<file path="config.mk">
export PLATFORM = sky130hd
export DESIGN_NAME = imem_loader
export DESIGN_NICKNAME = d
export VERILOG_FILES = /design/src/rtl/imem_pkg.sv /design/src/rtl/word_byte_serializer.sv /design/src/rtl/imem_loader.sv
export SDC_FILE = /design/constraint.sdc
export NUM_CORES = 1
export LEC_CHECK = 0
export ABC_AREA = 1
export BUFFER_PORTS_ARGS = -buffer_cell sky130_fd_sc_hd__buf_2
export CAP_MARGIN = 0
export CORE_MARGIN = 1.5
export CORE_UTILIZATION = 50
export CTS_CLUSTER_SIZE = 25
export DETAILED_ROUTE_END_ITERATION = 10
export PLACE_DENSITY = 0.69
export SKIP_LAST_GASP = 1
export SLEW_MARGIN = 40
export SYNTH_ARGS = -nofsm -noshare
export SYNTH_HDL_FRONTEND = slang
export SYNTH_SLANG_ARGS = --single-unit
</file>
<file path="constraint.sdc">
create_clock -name clk -period 6 [get_ports clk]
set_clock_uncertainty 0.1 [all_clocks]
set_input_delay 0.6 -clock clk [delete_from_list [all_inputs] [get_ports clk]]
set_output_delay 0.6 -clock clk [all_outputs]
set_load 0.05 [all_outputs]
</file>
<file path="src/rtl/imem_pkg.sv">
// Shared definitions for the instruction-memory loader and the instruction memory.
package imem_pkg;

    localparam int BYTES_PER_WORD = 4;
    localparam int IMEM_BYTES     = 512;

    typedef enum logic [2:0] {
        ST_IDLE   = 3'd0,
        ST_ACCEPT = 3'd1,
        ST_WRITE  = 3'd2,
        ST_DONE   = 3'd3,
        ST_ERR    = 3'd4
    } imem_ld_state_t;

    // Big-endian byte lane: index 0 is the most significant byte.
    function automatic logic [7:0] be_byte_lane(input logic [31:0] word, input logic [1:0] idx);
        logic [7:0] lane;
        case (idx)
            2'd0:    lane = word[31:24];
            2'd1:    lane = word[23:16];
            2'd2:    lane = word[15:8];
            2'd3:    lane = word[7:0];
            default: lane = 8'd0;
        endcase
        return lane;
    endfunction

endpackage

</file>
<file path="src/rtl/word_byte_serializer.sv">
// Picks one big-endian byte of a 32-bit word and flags the final byte.
module word_byte_serializer
    import imem_pkg::*;
(
    input  logic [31:0] word,
    input  logic [1:0]  byte_idx,
    output logic [7:0]  byte_lane,
    output logic        last_byte
);

    // Byte lane selection and last-byte detection.
    always_comb begin
        byte_lane = be_byte_lane(word, byte_idx);
        last_byte = (byte_idx == 2'(BYTES_PER_WORD - 1));
    end

endmodule

</file>
<file path="src/rtl/imem_loader.sv">
// Streams 32-bit words into the byte-wide instruction memory, MSB first.
// All outputs are registered; they are loaded from the next-state values so
// that a write is visible in the cycle directly after the accepting edge.
module imem_loader
    import imem_pkg::*;
#(
    parameter int MEM_BYTES = IMEM_BYTES,
    parameter int BASE_ADDR = 0
) (
    input  logic        clk,
    input  logic        reset,
    input  logic        start,
    input  logic        in_valid,
    output logic        in_ready,
    input  logic [31:0] in_word,
    input  logic        in_last,
    output logic        mem_we,
    output logic [63:0] mem_addr,
    output logic [7:0]  mem_wdata,
    output logic        busy,
    output logic        done,
    output logic        error,
    output logic [7:0]  word_count
);

    localparam logic [63:0] MEM_END  = 64'(MEM_BYTES);
    localparam logic [63:0] BASE_PTR = 64'(BASE_ADDR);
    localparam logic [63:0] WORD_INC = 64'(BYTES_PER_WORD);

    imem_ld_state_t state_r, state_next;
    logic [63:0]    ptr_r, ptr_next;
    logic [1:0]     idx_r, idx_next;
    logic [31:0]    word_r, word_next;
    logic           last_r, last_next;
    logic [7:0]     count_r, count_next;
    logic           session_start_s;
    logic [7:0]     lane_s;
    logic           last_byte_s;

    logic           in_ready_r;
    logic           mem_we_r;
    logic [63:0]    mem_addr_r;
    logic [7:0]     mem_wdata_r;
    logic           busy_r;
    logic           done_r;
    logic           error_r;

    // Byte about to be presented, derived from the next-cycle word and index.
    word_byte_serializer u_ser (
        .word      (word_next),
        .byte_idx  (idx_next),
        .byte_lane (lane_s),
        .last_byte (last_byte_s)
    );

    // Next-state, pointer, byte index and latched word.
    always_comb begin
        state_next      = state_r;
        ptr_next        = ptr_r;
        idx_next        = idx_r;
        word_next       = word_r;
        last_next       = last_r;
        session_start_s = 1'b0;
        case (state_r)
            ST_IDLE, ST_DONE, ST_ERR: begin
                if (start) begin
                    state_next      = ST_ACCEPT;
                    ptr_next        = BASE_PTR;
                    idx_next        = 2'd0;
                    session_start_s = 1'b1;
                end else begin
                    state_next = state_r;
                end
            end
            ST_ACCEPT: begin
                // A full pointer ends the session before any word is taken.
                if (ptr_r == MEM_END) begin
                    state_next = ST_ERR;
                end else if (in_valid && in_ready_r) begin
                    word_next  = in_word;
                    last_next  = in_last;
                    idx_next   = 2'd0;
                    state_next = ST_WRITE;
                end else begin
                    state_next = ST_ACCEPT;
                end
            end
            ST_WRITE: begin
                if (idx_r == 2'(BYTES_PER_WORD - 1)) begin
                    ptr_next   = ptr_r + WORD_INC;
                    idx_next   = 2'd0;
                    state_next = last_r ? ST_DONE : ST_ACCEPT;
                end else begin
                    idx_next   = idx_r + 2'd1;
                    state_next = ST_WRITE;
                end
            end
            default: begin
                state_next = ST_IDLE;
            end
        endcase
    end

    // Word counter: cleared on session start, bumped as the final byte goes out.
    always_comb begin
        count_next = count_r;
        if (session_start_s) begin
            count_next = 8'd0;
        end else if ((state_r == ST_WRITE) && (state_next == ST_WRITE) && last_byte_s) begin
            count_next = count_r + 8'd1;
        end else begin
            count_next = count_r;
        end
    end

    // State, datapath and registered outputs.
    always_ff @(posedge clk) begin
        if (reset) begin
            state_r     <= ST_IDLE;
            ptr_r       <= BASE_PTR;
            idx_r       <= 2'd0;
            word_r      <= 32'd0;
            last_r      <= 1'b0;
            count_r     <= 8'd0;
            in_ready_r  <= 1'b0;
            mem_we_r    <= 1'b0;
            mem_addr_r  <= 64'd0;
            mem_wdata_r <= 8'd0;
            busy_r      <= 1'b0;
            done_r      <= 1'b0;
            error_r     <= 1'b0;
        end else begin
            state_r     <= state_next;
            ptr_r       <= ptr_next;
            idx_r       <= idx_next;
            word_r      <= word_next;
            last_r      <= last_next;
            count_r     <= count_next;
            in_ready_r  <= (state_next == ST_ACCEPT) && (ptr_next != MEM_END);
            mem_we_r    <= (state_next == ST_WRITE);
            mem_addr_r  <= (state_next == ST_WRITE) ? (ptr_next + {62'd0, idx_next}) : 64'd0;
            mem_wdata_r <= (state_next == ST_WRITE) ? lane_s : 8'd0;
            busy_r      <= (state_next == ST_ACCEPT) || (state_next == ST_WRITE);
            done_r      <= (state_next == ST_DONE);
            error_r     <= (state_next == ST_ERR);
        end
    end

    assign in_ready   = in_ready_r;
    assign mem_we     = mem_we_r;
    assign mem_addr   = mem_addr_r;
    assign mem_wdata  = mem_wdata_r;
    assign busy       = busy_r;
    assign done       = done_r;
    assign error      = error_r;
    assign word_count = count_r;

endmodule

</file>
# Yosys cells after proc, flatten, opt, wreduce, memory -nomap -nowiden
# Cells that the tools add are included.
op_classes:
  muxes: 20
  addsub: 4
  bitwise: 2
  reduce_logical: 11
  eq_ne: 14
op_table:
  columns: ["cell", "count"]
  rows:
  - ["2-to-1 mux 64 bit", 2]
  - ["one-hot mux 64 bit (2 select lines)", 1]
  - ["2-to-1 mux 32 bit", 3]
  - ["adder 64 x 2 -> 64 bit", 1]
  - ["adder 64 x 3 -> 64 bit, second input constant", 1]
  - ["== test 64 x 10 -> 1 bit, second input constant", 1]
  - ["inequality test 64 x 10 -> 1 bit, second input constant", 1]
  - ["one-hot mux 8 bit (4 select lines)", 1]
  - ["2-to-1 mux 2 bit", 7]
  - ["== test 3 x 2 -> 1 bit, second input constant", 4]
  - ["one-hot mux 3 bit (3 select lines)", 1]
  - ["adder 8 x 1 -> 8 bit, second input constant", 1]
  - ["== test 2 bit, second input constant", 3]
  - ["== test 3 x 1 -> 1 bit, second input constant", 2]
  - ["== test 3 bit, second input constant", 2]
  - ["2-to-1 mux 3 bit", 2]
  - ["one-hot mux 2 bit (3 select lines)", 1]
  - ["logical AND 1 bit", 4]
  - ["OR reduction 2 bit", 2]
  - ["zero test 3 bit", 1]
  - ["AND reduction 3 bit", 1]
  - ["OR reduction 3 bit", 1]
  - ["adder 2 x 1 -> 2 bit, second input constant", 1]
  - ["== test 2 x 1 -> 1 bit, second input constant", 1]
  - ["4 further kinds", 6]
totals:
  wordCells: 64
  reg_bits: 187
  output_inout_bits: 85

# Logic depth before layout (Yosys ltp)
# Gate-level depths: netlist (run 1).
logic_depth:
  word_depth: 7
  ltp_mapped: 26
  mapped_depth_nobuf: 25

# Modules after synthesis
# A second synthesis (run 1) with hierarchy kept.
unflattened:
  hier_cells: 2022
  area_unflattened_um2: 12099.1
modules_own_cells:
  columns: ["mod", "cells_each", "instances", "area_per_inst_um2"]
  rows:
  - ["imem_loader", 1973, 1, 11800.1]
  - ["word_byte_serializer", 49, 1, 299.0]

# Least setup slack after synthesis (run 1)
# OpenSTA, ideal clock, no wires.
synth_path:
  kind: "reg2reg"
  startpoint: "register ptr_r[2]"
  endpoint: "register mem_addr_r[50] (netlist: mem_addr[50])"
  arrival_ps: 3186
  path_stages_with_launch: 26
  synth_period_minus_slack_ps: 3399
  slack_ps: 2601
  path_cell_list: "dfxtp_1 -> inv_1 -> ha_1 -> nand4_1 -> nor3_1 -> nor3b_1 -> nand3_1 -> nand2_1 -> o21ai_0 -> inv_1 -> clkbuf_1 -> ha_1 -> fa_1 -> inv_1 -> nor2_2 -> nand2_1 -> inv_2 -> nand2_2 -> nor2_2 -> nand2_2 -> nor2_4 -> nand3_2 -> nor2_4 -> nand2_2 -> nor2_1 -> nor2_1"
synth_between:
  word_cells_on_any_way: 13
  cone_classes: "2 x add/sub; 2 x eq/ne; 7 x mux; 1 x bitwise; 1 x reduce/logical"
synth_lines:
  columns: ["element", "line_no", "source"]
  rows:
  - ["start, declared", "imem_loader.sv:31", "logic [63:0] ptr_r, ptr_next;"]
  - ["start signal, assigned", "imem_loader.sv:134", "ptr_r <= ptr_next;"]
  - ["== test 64 x 10 -> 1 bit", "imem_loader.sv:77", "if (ptr_r == MEM_END) begin"]
  - ["2-to-1 mux 2 bit", "imem_loader.sv:77", null]
  - ["one-hot mux 2 bit (3 select lines)", "imem_loader.sv:64", "case (state_r)"]
  - ["named net idx_next[0]", "imem_loader.sv:32", "logic [1:0] idx_r, idx_next;"]
  - ["adder 64 x 2 -> 64 bit", "imem_loader.sv:141", "mem_addr_r <= (state_next == ST_WRITE) ? (ptr_next + {62'd0, idx_next}) : 64'd0;"]
  - ["end signal, assigned", "imem_loader.sv:141", null]
  - ["end, declared", "imem_loader.sv:42", "logic [63:0] mem_addr_r;"]
# The timed path passes the listed nets, and every way through them passes these cells.
# A chain may end at the register's enable or synchronous reset.

# Worst setup path after layout (run 1)
layout_path:
  startpoint: "register ptr_r[59]"
  endpoint: "register mem_addr_r[50] (netlist: mem_addr[50])"
layout_between:
  elab_chain_len: 6
  word_cells_on_any_way: 9
  cone_classes: "1 x add/sub; 2 x eq/ne; 4 x mux; 1 x bitwise; 1 x reduce/logical"
layout_rtl:
  columns: ["element", "line_no"]
  rows:
  - ["== test 64 x 10 -> 1 bit (*)", "imem_loader.sv:77"]
  - ["parallel branches: the longest is 5 deep, another holds adder 64 x 2 -> 64 bit", null]
# Every way passes the cells marked *.

==> results of run 1 <==
==> report_power, final <==
group	internal [mW]	leakage, nW	switching, mW
sequential	1.25	1.51	0.00431
combinational	0.0396	3.51	0.114
clock	0.549	0.270	0.566
==> logic make-up (layout without fill, tap and decap cells) <==
| kind of cell | after synthesis | after routing |
|---|---|---|
| simple gates | 1258 | 1258 |
| buf+inv | 272 | 387 |
| flops | 187 | 187 |
| compound gates | 164 | 164 |
| fa+ha+maj | 7 | 7 |
| xor+xnor | 7 | 7 |
| mux | 1 | 1 |
==> metrics by stage <==
stage	utilization, %	hold slack (ns)	instances	area (um^2)	power (mW)
after floorplan	-	0.3292	1896	11760	1.387
after global placement	54.98	0.3469	2289	12560	1.427
after detailed placement	55.12	0.3638	2291	12590	1.432
after CTS	57.55	0.3133	2323	13150	2.520
after global routing	57.63	0.3271	2324	13170	2.587
final	57.63	0.3145	2324	13170	2.523
==> state kept, by name, indices dropped and copies added, names as in the netlist <==
| name | count |
|---|---|
| mem_addr | 64 |
| word_count | 8 |
| mem_we | 1 |
| word_r | 32 |
| error | 1 |
| ptr_r | 64 |
| busy | 1 |
| in_ready | 1 |
| idx_r | 2 |
| state_r | 3 |
| last_r | 1 |
| mem_wdata | 8 |
| done | 1 |
==> area by class of cell <==
class	instances	area, um^2
fillers	2375	9679
multi-input cells	1437	6933
flip-flops and latches	187	3744
inverters	226	848.3
repair buffers	129	695.7
clock buffers	18	429.2
well taps	313	391.6
clock inverters	14	126.4
==> critical path, stage by stage, from the launching register on <==
cell	delay, ns
dfxtp_1	0.35
nor3_1	0.31
nand4_1	0.13
nor3_1	0.15
nor3b_1	0.52
nand3_1	0.23
nand2_1	0.10
o21ai_0	0.23
inv_1	0.36
ha_1	0.25
fa_1	0.20
inv_1	0.05
nor2_2	0.11
nand2_1	0.12
inv_2	0.11
nand2_2	0.06
nor2_2	0.13
nand2_2	0.11
nor2_4	0.14
nand3_2	0.15
nor2_4	0.17
nand2_2	0.07
nand2_1	0.06
nand2_1	0.05
nor2_1	0.10
==> worst max-delay path by stage <==
stage / to / start / cells after the start
6_report: mem_addr[50]$_SDFF_PP0_ / ptr_r[59]$_SDFF_PP0_ / 24
5_1_grt: mem_addr[45]$_SDFF_PP0_ / ptr_r[2]$_SDFF_PP0_ / 24
4_1_cts: mem_addr[45]$_SDFF_PP0_ / ptr_r[59]$_SDFF_PP0_ / 23
3_5_place_dp: mem_addr[45]$_SDFF_PP0_ / ptr_r[59]$_SDFF_PP0_ / 23
3_3_place_gp: mem_addr[45]$_SDFF_PP0_ / ptr_r[59]$_SDFF_PP0_ / 23
2_1_floorplan: mem_addr[50]$_SDFF_PP0_ / ptr_r[2]$_SDFF_PP0_ / 25
==> routing by layer <==
metal	GRT usage (%)	share of wire (%)	routed length, um
met5	0	0.017	7
met4	10.02	2.3	922
met3	5.594	8.9	3598
met2	51.17	42	17020
met1	49.60	47	19030
==> cells in the final DEF, fill, tap and decap left out, types with 2 or more instances in the layout <==
cell type     n
o21ai_2       6
buf_2       120
a21oi_2       2
inv_8         4
inv_2        21
clkinv_4      3
or2_2         6
clkinv_1      5
inv_6         4
xnor2_1       3
nor2_4       26
nor3b_1       2
nand4_1      55
ha_1          6
nand2_2      48
dfxtp_1     187
nor2_8        3
o21ai_1       5
clkbuf_16    17
nand3_1     153
and2_1        7
nor2_2       44
nor2_1      322
nand2_1     519
buf_8         2
o21bai_1      6
buf_4         6
nand3_2      15
nand2_4       5
o21ai_0      51
inv_1       200
xor2_1        4
nor3_2        6
clkinvlp_4    2
nor3_1       27
nand3b_1      7
o21a_1        8
a21oi_1      82
nor4_1       10
==> results by group, run 1 <==
STA
  – Rel. slew slack: 45.65%
  – Fin worst setup slack: 1.578 ns
  – Final period utilization: 73.69%
  – Worst Tran Pin Value: 0.8143 ns
  – Minimum clock period after layout: 4.422 ns
  – Final hold violations: 0
  – RSZ-0062 raised after global routing: false
  – Final setup violation count: 0
  – Final Max Tran Viols: 0
  – Fmax: 226.2 MHz
  – Final setup TNS: 0 ns

Yosys
  – Flops & latches, synth: 187
  – EDFF count, synth: 0
  – Yosys warning total: 0
  – Adder-Cell Fraction of Synth Area: 0.8086%
  – Post-synthesis mux area share: 0.08512%
  – Post-synth top area share: 31.83%
  – Synth Flop Type: dfxtp_1
  – FFs w/ async S/R, synth: 0%
  – Most frequent cells after synthesis: nand2_1, nor2_1, inv_1
  – Simple-gate share of the synthesized area: 49.74%
  – Mean Syn Cell Area: 6.203 um^2
  – Dominant cells by area after synthesis: dfxtp_1, nand2_1, nor2_1, nand3_1, inv_1
  – Gate Count Post-Synth: 1896
  – Post-Syn Area: 11760 um^2
  – Most common cell in the synthesized netlist: nand2_1
  – Compound-cell area share of the yosys netlist: 7.692%
  – Post-Syn Nets: 1940
  – Yosys top cell by area: dfxtp_1
  – Unique cell type count in the Yosys netlist: 44
  – Largest family of logic cells by synthesized area: simple AND/OR/NAND/NOR gates
  – Sequential fraction of the synthesis area: 31.83%
  – Synth Area in XOR/XNOR: 0.5213%

Clock network
  – Post-CTS sizing: 0
  – Post-CTS Setup Bufs: 0
  – Post-CTS Hold Buffers: 0
  – H-tree depth: 4
  – Clock Latency Late Sink: 0.45 ns
  – Root buf cell: clkbuf_16
  – Clk sinks: 187
  – TritonCTS Buffers: 17
  – Clk buf depth: 2
  – CTS tree: yes
  – Clock-pin slew on the worst setup and hold paths: 0.08 ns

Critical path
  – Worst setup SP type: register
  – Data arrival, critical path: 4.71 ns
  – R2R cell count: 24
  – Worst r2r src: ptr_r[59]$_SDFF_PP0_
  – Crit path capture type: register
  – Critical path peak fanout: 12
  – R2R setup slack: 1.58 ns
  – CP Class: register to register
  – Worst reg2reg endpoint: mem_addr[50]$_SDFF_PP0_
  – Crit path required time: 6.28 ns

Placed design
  – Place WS: 1.626 ns
  – Post-DP HPWL: 31920 um
  – Routability cong.: 0.9958
  – PortBufs: 121

Detailed routing
  – Per-cell routed wire length: 17.46 um
  – Routed Antenna Nets: 0
  – Via count: 12510
  – Via/cell ratio: 5.385
  – Initial DRT Pass Iterations: 5
  – DRC: 0
  – Iter 0 DRT Violations: 1367
  – Final WL: 40580 um

Worst hold path
  – Hold Crit Class: input pin to register
  – Hold path start: in_word[21]
  – Hold endpoint: word_r[21]$_SDFF_PP0_
  – Hold path depth: 3

Die
  – Core area: 22850 um^2
  – Die height: 156.4 um
  – Ports: 122
  – Die area: 24450 um^2
  – Starting Density: 51.47%
  – Rows: 55
  – Die X: 156.4 um

Pwr
  – Leak: 5.284 nW
  – Peak VDD IR: 0.0001714 V
  – PwrDens: 191.6 nW/um^2

Status
  – Status: complete, no violations

Global routing
  – Initial antenna violation count: 1
  – Gr ovfl total: 0
  – First-pass GRT wire length: 63430 um
  – GRT Total Usage: 34.00%
  – Vias in the first global route: 11490
  – Largest net degree at the start of global routing: 78

Cells and area
  – # diodes: 0
  – Ratio of cells with drive above 1 in the final layout: 17.26%
  – P&R area growth vs syn: 11.97%
  – Nets: 2042

Job
  – # Max-Cap Violations: 0
No activity file was read; power rests on OpenSTA's default activity.
==> run 2: changes to the inputs <==
Settings changed: PLACE_DENSITY 0.69 to 0.72.
Clock period 6 ns to 3.81 ns, I/O delays scaled along.
==> run 2 against run 1 <==
Net effect: clock power increased by 63%; cell count increased by 1.5%; total power increased by 60%; combinational power increased by 58%; wire length increased by 0.53%; maximum frequency increased by 28%; highest routed layer is now met4.
==> results by group, run 2 (synthesized netlist as in run 1, its figures left out) <==
Cells and area
  – Ratio of cells with drive above 1 in the final layout: 19.11%
  – Nets: 2077
  – Fillers: 2313
  – P&R area growth vs syn: 14.79%
  – Commonest non-fill, non-tap cells in the layout: nand2_1, nor2_1, inv_1
  – # diodes: 0
  – Commonest non-fill, non-tap cell in the layout: nand2_1

Global routing
  – Gr ovfl total: 0
  – Met2 usage: 47.09%
  – Met3 Track Usage GR: 7.616%
  – First-pass GRT wire length: 63060 um
  – GRT Total Usage: 33.84%
  – Initial antenna violation count: 0
  – M1 GR Usage: 50.01%
  – Busiest metal layer after global routing: met1
  – Vias in the first global route: 11640
  – Largest net degree at the start of global routing: 64

Detailed routing
  – DRC: 0
  – Per-cell routed wire length: 17.29 um
  – Final WL: 40790 um
  – Via count: 12810
  – Routed Antenna Nets: 0
  – Initial DRT Pass Iterations: 6
  – Via/cell ratio: 5.429
  – Iter 0 DRT Violations: 1463

STA
  – Final setup TNS: 0 ns
  – RSZ-0062 raised after global routing: false
  – Final setup violation count: 0
  – Final Max Tran Viols: 0
  – Rel. slew slack: 55.69%
  – Fmax: 288.7 MHz
  – Final hold violations: 0
  – Minimum clock period after layout: 3.463 ns
  – Worst Tran Pin Value: 0.6647 ns
  – Final period utilization: 90.90%

Critical path
  – Most frequent CP cell: nand2_1
  – Crit path capture type: register
  – Top delay family on crit path: simple AND/OR/NAND/NOR gates
  – CP max stage cell: dfxtp_1
  – Critical path peak fanout: 6
  – Critical path's largest stage delay: 0.34 ns
  – Bufs and invs on worst path: 5
  – Worst setup SP type: register
  – Data arrival, critical path: 3.73 ns
  – Worst path cell trace: inv_1 > nand2_1 > nor3_1 > nand4_1 > nor3b_2 > buf_4 > nand3_1 > nand2_1 > o21ai_0 > inv_1 > ha_1 > fa_1 > inv_1 > nor2_2 > nand2_1 > inv_2 > nand2_1 > nor2_1 > nand2_1 > nor3_2 > nand4_1 > a21oi_1
  – CP Class: register to register
  – Crit path required time: 4.08 ns

Pwr
  – PwrDens: 298.9 nW/um^2
  – Leak: 5.493 nW
  – Peak VDD IR: 0.0002615 V
  – Tot Pwr: 4.034 mW

Status
  – Status: complete, no violations

Clock network
  – TritonCTS Buffers: 17
  – Clk buf depth: 2
  – CTS tree: yes
  – Root buf cell: clkbuf_16
  – H-tree depth: 4
  – Clk sinks: 187
  – Clock Latency Late Sink: 0.45 ns
  – Post-CTS Hold Buffers: 0
  – Clock-pin slew on the worst setup and hold paths: 0.09 ns

Die
  – Starting Density: 51.47%
  – Die height: 156.4 um
  – Ports: 122
  – Core area: 22850 um^2
  – Rows: 55
  – Die area: 24450 um^2
  – Die X: 156.4 um

Job
  – # Max-Cap Violations: 0

Placed design
  – Post-DP HPWL: 32170 um
  – PortBufs: 121
  – Routability cong.: 0.9775

Worst hold path
  – Hold Crit Class: input pin to register
## run 2: changes by cell type in the layout (fill, tap and decap cells not counted), moves of 2 or more
| cell | previous run | this run |
|---|---|---|
| buf_4 | 6 | 41 |
| dfxtp_1 | 187 | 185 |
| clkinv_8 | 0 | 4 |
| nor2_2 | 44 | 47 |
| dfxtp_2 | 0 | 2 |
| inv_6 | 4 | 2 |
| nor2_1 | 322 | 320 |
| buf_8 | 2 | 0 |
## run 2: layout make-up
type	count	area, um^2	area share [%]
multi-input cells	1438	6958	51.54
flip-flops and latches	187	3746	27.75
repair buffers	163	955.9	7.081
inverters	226	848.3	6.284
clock buffers	17	425.4	3.151
well taps	313	391.6	2.901
clock inverters	15	173.9	1.288
## run 2: final timing paths
check | startpoint | to | slack (ns) | cells after the start
setup reg to reg | ptr_r[43]$_SDFF_PP0_ | mem_addr[36]$_SDFF_PP0_ | 0.35 | 22
setup / recovery | ptr_r[43]$_SDFF_PP0_ | mem_addr[36]$_SDFF_PP0_ | 0.35 | 22
hold reg to reg | last_r$_SDFFE_PP0P_ | last_r$_SDFFE_PP0P_ | 0.37 | 2
hold / removal | in_word[22] | word_r[22]$_SDFF_PP0_ | 0.1 | 3
## run 2: per-layer routing
layer	vias up	share of wire [%]
met5	-	0
met4	0	3.2
met3	73	11
li1	6285	-
met1	5799	46
met2	649	40
## run 2: what timing repair did
item,4_1_cts,5_1_grt
resized for setup,0,8
setup endpoints to repair,0,25
buffers inserted,0,0
hold endpoints to repair,0,0
## run 2: power breakdown
| group | leakage [nW] | switching, mW | total, mW | internal, mW |
|---|---|---|---|---|
| combinational | 3.70 | 0.175 | 0.242 | 0.0669 |
| sequential | 1.51 | 0.00782 | 1.98 | 1.97 |
| clock | 0.290 | 0.928 | 1.82 | 0.889 |
## run 2: worst register-to-register path, stage by stage (launching register included)
cell and delay [ns]:
dfxtp_1 0.34, inv_1 0.09, nand2_1 0.06, nor3_1 0.17
nand4_1 0.16, nor3b_2 0.21, buf_4 0.15, nand3_1 0.09
nand2_1 0.07, o21ai_0 0.11, inv_1 0.10, ha_1 0.18
fa_1 0.20, inv_1 0.06, nor2_2 0.13, nand2_1 0.12
inv_2 0.11, nand2_1 0.18, nor2_1 0.21, nand2_1 0.12
nor3_2 0.17, nand4_1 0.10, a21oi_1 0.17
## run 2: per-stage QoR
stage          utilization [%]  hold WS (ns)  setup WS, ns  std cells  cell area [um^2]
2_1_floorplan                -        0.3292        0.4109       1896             11760
3_3_place_gp             56.19        0.3583        0.2664       2325             12840
3_5_place_dp             56.31        0.3538        0.1760       2326             12860
4_1_cts                  58.93       0.08597        0.1310       2358             13460
5_1_grt                  59.09        0.1092      0.005951       2359             13500
6_report                 59.09       0.09637        0.3466       2359             13500
==> run 3: changes to the inputs <==
Settings changed: REMOVE_ABC_BUFFERS from default to 1.
==> run 3 against run 2 <==
Net effect: combinational power is essentially flat; global-route usage is 0.55 points higher; critical path depth down 3; sequential share of layout area decreased by 0.093 points; non-clock buffer count down 1; largest cell class unchanged.
==> results by group, run 3 (synthesized netlist as in run 1, its figures left out) <==
Global routing
  – First-pass GRT wire length: 64850 um
  – Largest net degree at the start of global routing: 68
  – Initial antenna violation count: 0
  – GRT Total Usage: 34.39%
  – Gr ovfl total: 0
  – Vias in the first global route: 12160

Pwr
  – P_int: 2.917 mW
  – Logic pwr share: 5.9%
  – PwrDens: 298.2 nW/um^2
  – Psw: 1.130 mW
  – Net Sw Frac: 27.92%
  – Sequential cell fraction of total power: 48.8%
  – Clock network fraction of design power: 45.3%
  – Peak VDD IR: 0.0002574 V
  – Leak: 5.523 nW

Placed design
  – DP Cell Count: 2320
  – Post-DP HPWL: 31980 um
  – PortBufs: 121
  – Place WS: -0.06661 ns
  – Routability cong.: 1.005

STA
  – Final hold violations: 0
  – Fmax: 275.0 MHz
  – Final period utilization: 95.46%
  – Fin worst setup slack: 0.1732 ns
  – Final Max Tran Viols: 0
  – Rel. slew slack: 48.82%
  – Final setup violation count: 0
  – Minimum clock period after layout: 3.637 ns
  – Worst hold slack: 0.08041 ns
  – Worst Tran Pin Value: 0.7678 ns

Clock network
  – Post-CTS Hold Buffers: 0
  – Clock-pin slew on the worst setup and hold paths: 0.08 ns
  – Clock Latency Late Sink: 0.45 ns
  – TritonCTS Buffers: 17
  – H-tree depth: 4
  – Clk buf depth: 2
  – Clk sinks: 187
  – Root buf cell: clkbuf_16
  – CTS tree: yes

Critical path
  – CP Class: register to register
  – Critical path's largest stage delay: 0.36 ns
  – Crit path capture type: register
  – Worst setup SP type: register
  – Critical path peak fanout: 4
  – Worst path cell trace: nor4_1 > nand4_1 > nor2_2 > nand3_4 > nand2_2 > o21ai_2 > inv_1 > ha_2 > fa_2 > inv_1 > nor2_2 > nand2_2 > inv_4 > nand2_1 > nor2_1 > nand2_1 > nor3_2 > nand4_1 > a21oi_1
  – CP max stage cell: nor4_1
  – Data arrival, critical path: 3.90 ns
  – R2R setup slack: 0.17 ns
  – Crit path required time: 4.07 ns

Die
  – Die area: 24450 um^2
  – Starting Density: 51.47%
  – Die height: 156.4 um
  – Die X: 156.4 um
  – Core area: 22850 um^2
  – Ports: 122
  – Rows: 55

Detailed routing
  – Routed Antenna Nets: 0
  – Via count: 12990
  – Iter 0 DRT Violations: 1536
  – Initial DRT Pass Iterations: 6
  – Final WL: 41570 um
  – DRC: 0
  – Via/cell ratio: 5.512
  – Per-cell routed wire length: 17.64 um

Cells and area
  – Layout Cells excl Fill: 2357
  – # diodes: 0
  – Nets: 2075
  – Core Util, Final: 59.40%
  – Commonest non-fill, non-tap cell in the layout: nand2_1
  – Ratio of cells with drive above 1 in the final layout: 19.81%
  – Commonest non-fill, non-tap cells in the layout: nand2_1, nor2_1, inv_1
  – P&R area growth vs syn: 15.41%

Worst hold path
  – Hold Crit Class: input pin to register

Job
  – # Max-Cap Violations: 0

Status
  – Status: complete, no violations
run 3: metal layers:
layer  global-route usage, %  up-vias  part of all wire (%)
li1                        -     6274                     -
met1                   46.60     5950                    43
met3                   7.865      105                    10
met5                       0        -                     0
met2                   51.53      663                    43
met4                   16.46        0                   4.3
run 3: final cells by class:
class / count / area (um^2)
Clock buffer: 17 / 425.4
Timing Repair Buffer: 162 / 940.9
Inverter: 226 / 850.8
Tap cell: 313 / 391.6
Sequential cell: 187 / 3754
Clock inverter: 15 / 168.9
Fill cell: 2256 / 9275
Multi-Input combinational cell: 1437 / 7041
run 3: final timing paths:
check / from / end / cells past startpoint
setup / recovery: ptr_r[30]$_SDFF_PP0_ / mem_addr[36]$_SDFF_PP0_ / 19
hold / removal: in_word[21] / word_r[21]$_SDFF_PP0_ / 3
setup reg to reg: ptr_r[30]$_SDFF_PP0_ / mem_addr[36]$_SDFF_PP0_ / 19
hold reg to reg: word_r[19]$_SDFF_PP0_ / word_r[19]$_SDFF_PP0_ / 2
run 3: power by group through the flow:
stage | clock network [mW] | registers [mW] | logic, mW
4_1_cts | 1.84 | 1.97 | 0.234
6_report | 1.83 | 1.97 | 0.241
2_1_floorplan | 0 | 2.03 | 0.116
3_3_place_gp | 0 | 2.02 | 0.231
3_5_place_dp | 0 | 2.02 | 0.234
5_1_grt | 1.92 | 1.98 | 0.262
run 3: repair_timing:
item,4_1_cts,5_1_grt
pin swaps,1,17
resized for setup,2,34
endpoints found under the setup margin,9,30
buffers inserted,1,4
run 3: critical path, delay by kind of cell (launching register included):
kind            cells  cell delay (ns)
simple gates       12             2.19
fa+ha+maj           2             0.42
flops               1             0.32
compound gates      2             0.28
buf+inv             3             0.24
run 3: per-stage QoR:
step / setup TNS, ns / instance area (um^2) / total power, mW
2_1_floorplan: -0.4747 / 11510 / 2.149
3_3_place_gp: 0 / 12800 / 2.251
3_5_place_dp: -0.3491 / 12800 / 2.255
4_1_cts: 0 / 13430 / 4.047
5_1_grt: -0.1291 / 13570 / 4.155
6_report: 0 / 13570 / 4.047
